### src/rtl/pitch_frame_sequencer.sv
// Frame sequencer for the autocorrelation pitch path: FILL -> CORR -> FIND -> PUB per frame.
// Define CORR_TIMEOUT_EN to build the CORR watchdog (sticky corr_timeout, pitch forced to 0).
module pitch_frame_sequencer #(
    parameter int unsigned FRAME_LEN    = 480,
    parameter int unsigned SAMPLE_W     = 24,
    parameter int unsigned LAG_MIN      = 47,
    parameter int unsigned LAG_MAX      = 141,
    parameter int unsigned FIND_SLACK   = 2,
    parameter int unsigned PITCH_W      = 14
`ifdef CORR_TIMEOUT_EN
    ,
    parameter int unsigned CORR_TIMEOUT = 4096
`endif
) (
    input  logic                Clk,
    input  logic                Reset_n,
    input  logic                enable,
    input  logic                sample_valid,
    input  logic [SAMPLE_W-1:0] sample_in,
    output logic                sample_ready,
    output logic                buf_we,
    output logic [8:0]          buf_addr,
    output logic [SAMPLE_W-1:0] buf_data,
    output logic                corr_start,
    input  logic                corr_done,
    output logic                find_en,
    input  logic [PITCH_W-1:0]  pitch_in,
    output logic [PITCH_W-1:0]  pitch_out,
    output logic                pitch_valid,
    output logic                busy,
    output logic [15:0]         frame_cnt,
    output logic                corr_timeout
);

    localparam int unsigned NFIND  = (LAG_MAX - LAG_MIN + 1) + FIND_SLACK;
    localparam int unsigned FIND_W = $clog2(NFIND);

    typedef enum logic [2:0] {StIdle, StFill, StCorr, StFind, StPub} state_e;

    state_e              state_q, state_d;
    logic [8:0]          cnt_q, cnt_d;
    logic [FIND_W-1:0]   find_q, find_d;
    logic                corr_first_q;
    logic                buf_we_q;
    logic [8:0]          buf_addr_q;
    logic [SAMPLE_W-1:0] buf_data_q;
    logic [PITCH_W-1:0]  pitch_q;
    logic [PITCH_W-1:0]  pub_pitch;
    logic                pitch_valid_q;
    logic [15:0]         frame_cnt_q;
    logic                accept;
    logic                done_seen;
    logic                to_hit;

    // corr_done is ignored in the cycle corr_start is issued
    assign done_seen = (state_q == StCorr) && !corr_first_q && corr_done;

    always_comb begin
        state_d = state_q;
        cnt_d   = cnt_q;
        find_d  = find_q;
        accept  = 1'b0;
        unique case (state_q)
            StIdle: begin
                if (enable) begin
                    state_d = StFill;
                    cnt_d   = '0;
                end
            end
            StFill: begin
                accept = sample_valid;
                if (sample_valid) begin
                    cnt_d = cnt_q + 9'd1;
                    if (cnt_q == 9'(FRAME_LEN - 1)) begin
                        state_d = StCorr;
                    end
                end
            end
            StCorr: begin
                find_d = '0;
                if (done_seen) begin
                    state_d = StFind;
                end else if (to_hit) begin
                    state_d = StPub;
                end
            end
            StFind: begin
                find_d = find_q + FIND_W'(1);
                if (find_q == FIND_W'(NFIND - 1)) begin
                    state_d = StPub;
                end
            end
            StPub: begin
                state_d = enable ? StFill : StIdle;
                cnt_d   = '0;
            end
            default: state_d = StIdle;
        endcase
    end

    always_ff @(posedge Clk) begin
        if (!Reset_n) begin
            state_q       <= StIdle;
            cnt_q         <= '0;
            find_q        <= '0;
            corr_first_q  <= 1'b0;
            buf_we_q      <= 1'b0;
            buf_addr_q    <= '0;
            buf_data_q    <= '0;
            pitch_q       <= '0;
            pitch_valid_q <= 1'b0;
            frame_cnt_q   <= '0;
        end else begin
            state_q      <= state_d;
            cnt_q        <= cnt_d;
            find_q       <= find_d;
            corr_first_q <= (state_q == StFill) && (state_d == StCorr);
            buf_we_q     <= accept;
            if (accept) begin
                buf_addr_q <= cnt_q;
                buf_data_q <= sample_in;
            end
            pitch_valid_q <= (state_q == StPub);
            if (state_q == StPub) begin
                pitch_q     <= pub_pitch;
                frame_cnt_q <= frame_cnt_q + 16'd1;
            end
        end
    end

`ifdef CORR_TIMEOUT_EN
    localparam int unsigned CW = $clog2(CORR_TIMEOUT);

    logic [CW-1:0] corr_cyc_q;
    logic          timeout_q;
    logic          to_frame_q;

    assign to_hit = (state_q == StCorr) && !done_seen && (corr_cyc_q == CW'(CORR_TIMEOUT - 1));

    always_ff @(posedge Clk) begin
        if (!Reset_n) begin
            corr_cyc_q <= '0;
            timeout_q  <= 1'b0;
            to_frame_q <= 1'b0;
        end else begin
            corr_cyc_q <= (state_q == StCorr) ? corr_cyc_q + CW'(1) : '0;
            if (to_hit) begin
                timeout_q  <= 1'b1;
                to_frame_q <= 1'b1;
            end else if (state_q == StPub) begin
                to_frame_q <= 1'b0;
            end
        end
    end

    assign corr_timeout = timeout_q;
    assign pub_pitch    = to_frame_q ? '0 : pitch_in;
`else
    assign to_hit       = 1'b0;
    assign corr_timeout = 1'b0;
    assign pub_pitch    = pitch_in;
`endif

    assign sample_ready = (state_q == StFill);
    assign corr_start   = (state_q == StCorr) && corr_first_q;
    assign find_en      = (state_q == StFind);
    assign busy         = (state_q != StIdle);
    assign buf_we       = buf_we_q;
    assign buf_addr     = buf_addr_q;
    assign buf_data     = buf_data_q;
    assign pitch_out    = pitch_q;
    assign pitch_valid  = pitch_valid_q;
    assign frame_cnt    = frame_cnt_q;

endmodule

### config.mk
export PLATFORM = sky130hd
export DESIGN_NAME = pitch_frame_sequencer
export DESIGN_NICKNAME = d
export VERILOG_FILES = /design/src/rtl/pitch_frame_sequencer.sv
export SDC_FILE = /design/constraint.sdc
export NUM_CORES = 1
export LEC_CHECK = 0
export BUFFER_PORTS_ARGS = -buffer_cell sky130_fd_sc_hd__buf_4
export CORE_UTILIZATION = 50
export DETAILED_ROUTE_END_ITERATION = 7
export PLACE_DENSITY = 0.84
export REMOVE_ABC_BUFFERS = 1
export SLEW_MARGIN = 20
export SYNTH_ARGS = -nofsm -noshare
export SYNTH_HDL_FRONTEND = slang
export SYNTH_SLANG_ARGS = --single-unit
### constraint.sdc
create_clock -name Clk -period 2 [get_ports Clk]
set_input_delay 0.2 -clock Clk [delete_from_list [all_inputs] [get_ports Clk]]
set_output_delay 0.2 -clock Clk [all_outputs]
set_load 0.02 [all_outputs]
==> results of run 1 <==
flip-flops by register name, summed over array words and instances (netlist names):
name          flops
buf_addr          9
buf_data         24
buf_we            1
cnt_q             9
corr_first_q      1
find_q            7
frame_cnt        16
pitch_out        14
pitch_valid       1
state_q           3
cells in the mapped netlist (3+ instances only):
| cell type | number |
|---|---|
| dfxtp_1 | 85 |
| xnor2_1 | 12 |
| inv_1 | 10 |
| or3_1 | 3 |
| nor2_1 | 26 |
| nand3_1 | 14 |
| xor2_1 | 3 |
| buf_2 | 8 |
| o21ai_0 | 7 |
| ha_1 | 4 |
| nand4_1 | 6 |
| nor4_1 | 5 |
| nand2_1 | 110 |
| and3_1 | 8 |
| a21oi_1 | 61 |
| nor3_1 | 6 |
| nand2b_1 | 4 |
| clkbuf_1 | 14 |
| mux2i_1 | 3 |
cell type report:
class                   count  area [um2]
fillers                   555        2160
flip-flops and latches     85        1700
multi-input cells         304        1620
repair buffers            119         918
clock buffers              10         138
well taps                  80         100
clock inverters             6        68.8
inverters                  13        48.8
through the flow:
step           instances  instance area (um2)  power [mW]  hold WS (ns)  setup WS, ns
2_1_floorplan        402                 3370        1.84         0.318         0.109
3_3_place_gp         601                 4390        1.97         0.442         0.243
3_5_place_dp         601                 4390        1.97         0.447         0.147
4_1_cts              617                 4600        3.22        0.0650         0.147
5_1_grt              617                 4600        3.30        0.0738        0.0393
6_report             617                 4600        3.19        0.0723         0.138
routing by layer:
metal / vias up / track usage [%] / wire length [um]
met5: - / 0 / 0
met4: 0 / 11.5 / 210
met3: 19 / 4.72 / 406
met2: 95 / 39.2 / 4110
met1: 1508 / 27.1 / 3610
li1: 1652 / - / -
power by group through the flow:
stage / registers (mW) / logic [mW] / clock network [mW]
detailed placement: 1.76 / 0.213 / 0
global route: 1.72 / 0.230 / 1.35
finish: 1.72 / 0.214 / 1.26
global placement: 1.76 / 0.211 / 0
CTS: 1.72 / 0.215 / 1.29
floorplan: 1.77 / 0.0775 / 0
worst max-delay path by stage:
stage | from | to | slack [ns] | cells after the start
6_report | state_q[0] | cnt_q[5] | 0.14 | 4
3_5_place_dp | state_q[0] | cnt_q[5] | 0.15 | 4
5_1_grt | state_q[0] | cnt_q[5] | 0.04 | 4
2_1_floorplan | state_q[0] | buf_addr[0] | 0.11 | 4
3_3_place_gp | state_q[0] | cnt_q[7] | 0.24 | 4
4_1_cts | state_q[0] | cnt_q[5] | 0.15 | 4
logic make-up after synthesis:
group                    after synthesis  synth area share (%)
other                                  1                 0.107
AO/OA/AOI/OAI                         86                  14.1
adder cells (fa/ha/maj)                4                  1.43
XOR/XNOR                              15                  3.76
buffers and inverters                 38                  4.80
flip-flops                            85                  48.8
multiplexers                           3                 0.861
AND/OR/NAND/NOR                      195                  26.1
worst register-to-register path, stage by stage (launching register included):
cell and delay (ns):
dfxtp_1 0.64, nand3b_4 0.19, a21o_1 0.29, or4_1 0.50, o22ai_1 0.18
==> results.toml, run 1 <==
[cts]
cts_root_buf = "clkbuf_8"
postCtsSetupRepairBufs = 0
cts_resized = 0
numCtsBuffers = 9
clock_latency_ns = 0.36
clk_path_buf_depth = 2
clock_sinks = 85
h-tree-depth = 3
path_clk_slew_ns = 0.09
cts_tree = "yes"
hold_buffers = 0

[power_and_ir_drop]
swShare_pct = 24.1
ir_drop_mv = 0.561
power_density_nw_per_um2 = 694
power_frac_comb_pct = 6.7
power.internal_mw = 2.42
p_leak_nw = 1.84
seqPwrFrac_pct = 53.8
p_switching_mw = 0.769
pwr-share-clk_pct = 39.5

[sta]
maxSlewHeadroom_pct = 59.6
setup_viol = 0
timing.final.crit_share_pct = 93.1
final_hold_viol_count = 0
clock-skew-final_ns = 0.0138
rsz0062_at_grt = "no"
period_needed_ns = 1.86
worstMarginPinSlew_ns = 0.607
max_freq_mhz = 537
slew_viol_final = 0
setup_tns_ns = 0

[synthesis]
syn_avg_cell_area_um2 = 8.17
synth-edff-count = 0
synthArstFlopShare_pct = 0
ys_seq_area_share_pct = 48.8
synth_area_leaders = "dfxtp_1, nand2_1, a21oi_1, xnor2_1, nor2_1"
synth_ff_type = "dfxtp_1"
syn_area_um2 = 3490
ys_ff_latch = 85
yosys_warnings = 0
synth_cell_types = 47
netlist_instances = 427
netlist.area_leader.share_pct = 48.8
synth_largest_area_cell = "dfxtp_1"

[hold_path]
min_to = "buf_data[2]"
hold_path_depth = 3
worst_hold_startpoint = "sample_in[2]"
holdCritPathClass = "input pin to flop"

[floorplanning]
pin_count = 113
initial_core_util_pct = 51.6
die_area_um2 = 7320
coreArea_um2 = 6760
die_height_um = 85.5
die_x_um = 85.5
rows = 30

[critical_path]
cp_top_family = "simple AND/OR/NAND/NOR gates"
worstPathArrival_ns = 2.15
reg2reg_to = "cnt_q[5]"
rrSetupSlack_ns = 0.14
cpMaxStageDelayCell = "dfxtp_1"
cp_max_fo = 14
ff2ff_path_depth = 4
crit_path_end_kind = "flop"
r2r-start = "state_q[0]"
crit_type = "flop to flop"
cp-start-kind = "flop"
worstPathCellList = "nand3b_4 > a21o_1 > or4_1 > o22ai_1"
cp.required_ns = 2.28
crit_path_max_incr_delay_ns = 0.64
cp.buffers_inverters = 0

[cells_and_area]
layout_commonest_cell = "buf_4"
drive_gt1_share_pct = 26.8
fin_util_pct = 68.0
final_nets = 579
final_cell_mix = "buf_4, nand2_1, dfxtp_1"
areaGrowthSynthToFinish_pct = 31.7
num_antenna_cells = 0

[drt]
routedWlPerCell_um = 13.5
final_antenna_net_count = 0
firstDrtPassIters = 4
via_per_inst = 5.31
via_count = 3274
drt_iter0_markers = 144
route.detailed.drc = 0
drt-total-wl_um = 8330

[global_routing]
grt_use_total_pct = 22.8
first_global_vias = 2992
gr-total-overflow = 0
grt_pass1_wl_um = 13300
antenna_found_initial = 0
grt_max_degree = 47

[placed_design]
port_buffers = 111
hpwl_um = 5780
gp_congestion = 0.874

[run]
cap_viol_max_count = 0

[run_status]
status = "finished clean"
Power figures use the tool's default switching activity.
==> run 2: changes to the inputs <==
==> constraint.sdc (replaced) <==
create_clock -name Clk -period 2 [get_ports Clk]
set_input_delay 0 -clock Clk [delete_from_list [all_inputs] [get_ports Clk]]
set_output_delay 0 -clock Clk [all_outputs]
set_load 0.02 [all_outputs]
==> results.toml, run 2 (synthesis gave the netlist of run 1 again) <==
[critical_path]
cp.buffers_inverters = 0
worstPathCellList = "nand3b_4 > a21o_1 > or4_1 > o22ai_1"
cp-start-kind = "flop"
crit_type = "flop to flop"
cp_top_family = "simple AND/OR/NAND/NOR gates"
cpMaxStageDelayCell = "dfxtp_1"
crit_path_end_kind = "flop"
r2r-start = "state_q[0]"
reg2reg_to = "cnt_q[5]"
worstPathArrival_ns = 2.11
cp.required_ns = 2.28
rrSetupSlack_ns = 0.16
cp_max_fo = 14
ff2ff_path_depth = 4
crit_path_max_incr_delay_ns = 0.62

[power_and_ir_drop]
p_leak_nw = 2.01
power_density_nw_per_um2 = 646
finalPower_mw = 3.23
ir_drop_mv = 0.431

[cts]
clock_latency_ns = 0.36
cts_root_buf = "clkbuf_8"
path_clk_slew_ns = 0.08
clk_path_buf_depth = 2
cts_tree = "yes"
cts_resized = 0
clock_sinks = 85
h-tree-depth = 3
postCtsSetupRepairBufs = 0
hold_buffers = 40
numCtsBuffers = 9

[sta]
final_hold_viol_count = 0
max_freq_mhz = 545
period_needed_ns = 1.84
hold-worst-slack_ns = 0.0862
setup_tns_ns = 0
clock-skew-final_ns = 0.0107
worstMarginPinSlew_ns = 0.623
rsz0062_at_grt = "no"
timing.final.crit_share_pct = 91.8
slew_viol_final = 0
setup_slack_ns = 0.165
maxSlewHeadroom_pct = 58.5
setup_viol = 0

[cells_and_area]
final_cell_mix = "buf_4, nand2_1, dfxtp_1"
multiInputGateArea_um2 = 1620
nFillCells = 510
final_nets = 620
fin_area_um2 = 5010
num_antenna_cells = 0
largest_reg_flops = 24
areaGrowthSynthToFinish_pct = 43.5
layout_commonest_cell = "buf_4"
fin_util_pct = 74.1
instances_no_fill = 657
ff_latch_area_um2 = 1700
drive_gt1_share_pct = 25.0

[drt]
firstDrtPassIters = 4
final_antenna_net_count = 0
drt-total-wl_um = 9490
via_per_inst = 5.34
route.detailed.drc = 0
drt_iter0_markers = 231
via_count = 3506
routedWlPerCell_um = 14.4

[run_status]
status = "finished clean"

[global_routing]
first_global_vias = 3307
grt_pass1_wl_um = 15200
busiest_layer = "met2"
met3_usage_pct = 5.10
use_met2_pct = 45.5
grt_use_total_pct = 26.5
grt_max_degree = 52
gr-usage-met1_pct = 31.1
antenna_found_initial = 0
gr-total-overflow = 0

[hold_path]
hold_path_depth = 4
min_to = "state_q[0]"
holdCritPathClass = "input pin to flop"
worst_hold_startpoint = "corr_done"

[placed_design]
gp_congestion = 0.886
place_area_um2 = 4410
hpwl_um = 5810
dp.cells = 602
port_buffers = 111
place_ws_ns = 0.187

[floorplanning]
die_height_um = 85.5
coreArea_um2 = 6760
die_area_um2 = 7320
initial_core_util_pct = 51.6
pin_count = 113
rows = 30
die_x_um = 85.5

[run]
cap_viol_max_count = 0
==> run 2: cell types whose count changed in the layout (fill, tap and decap cells not counted), sizes merged <==
cell         delta
dlygate4sd3    +40
buf             +1
inv             -1
==> run 2: layout make-up <==
class / instances / share of cell area (%)
flip-flops and latches: 85 / 34.0
clock buffers: 10 / 2.75
inverters: 13 / 0.975
multi-input cells: 304 / 32.4
repair buffers: 160 / 26.7
well taps: 80 / 2.00
clock inverters: 5 / 1.20
==> run 2: worst max path at each step <==
stage,startpoint,to,slack [ns],depth (start not counted)
after floorplan,state_q[0],buf_addr[0],0.11,4
after global placement,state_q[0],cnt_q[7],0.24,4
after detailed placement,state_q[0],cnt_q[7],0.19,4
after CTS,state_q[0],cnt_q[5],0.16,4
after global routing,state_q[0],cnt_q[7],0.06,4
final,state_q[0],cnt_q[5],0.16,4
==> run 2: power by group <==
part           internal [mW]  switching (mW)  total [mW]
combinational          0.153           0.134       0.286
clock                  0.609           0.622        1.23
sequential              1.70          0.0135        1.72
total                   2.46           0.769        3.23
==> run 2: layer usage <==
metal  wire, um  vias to the layer above
li1           -                     1728
met1       3860                     1627
met2       4790                      119
met3        467                       32
met4        372                        0
met5          0                        -
==> run 2: worst reg2reg max path, delay by kind of cell (launching register included) <==
family | cells | cell delay [ns]
AND/OR/NAND/NOR | 2 | 0.68
AO/OA/AOI/OAI | 2 | 0.46
flip-flops | 1 | 0.62
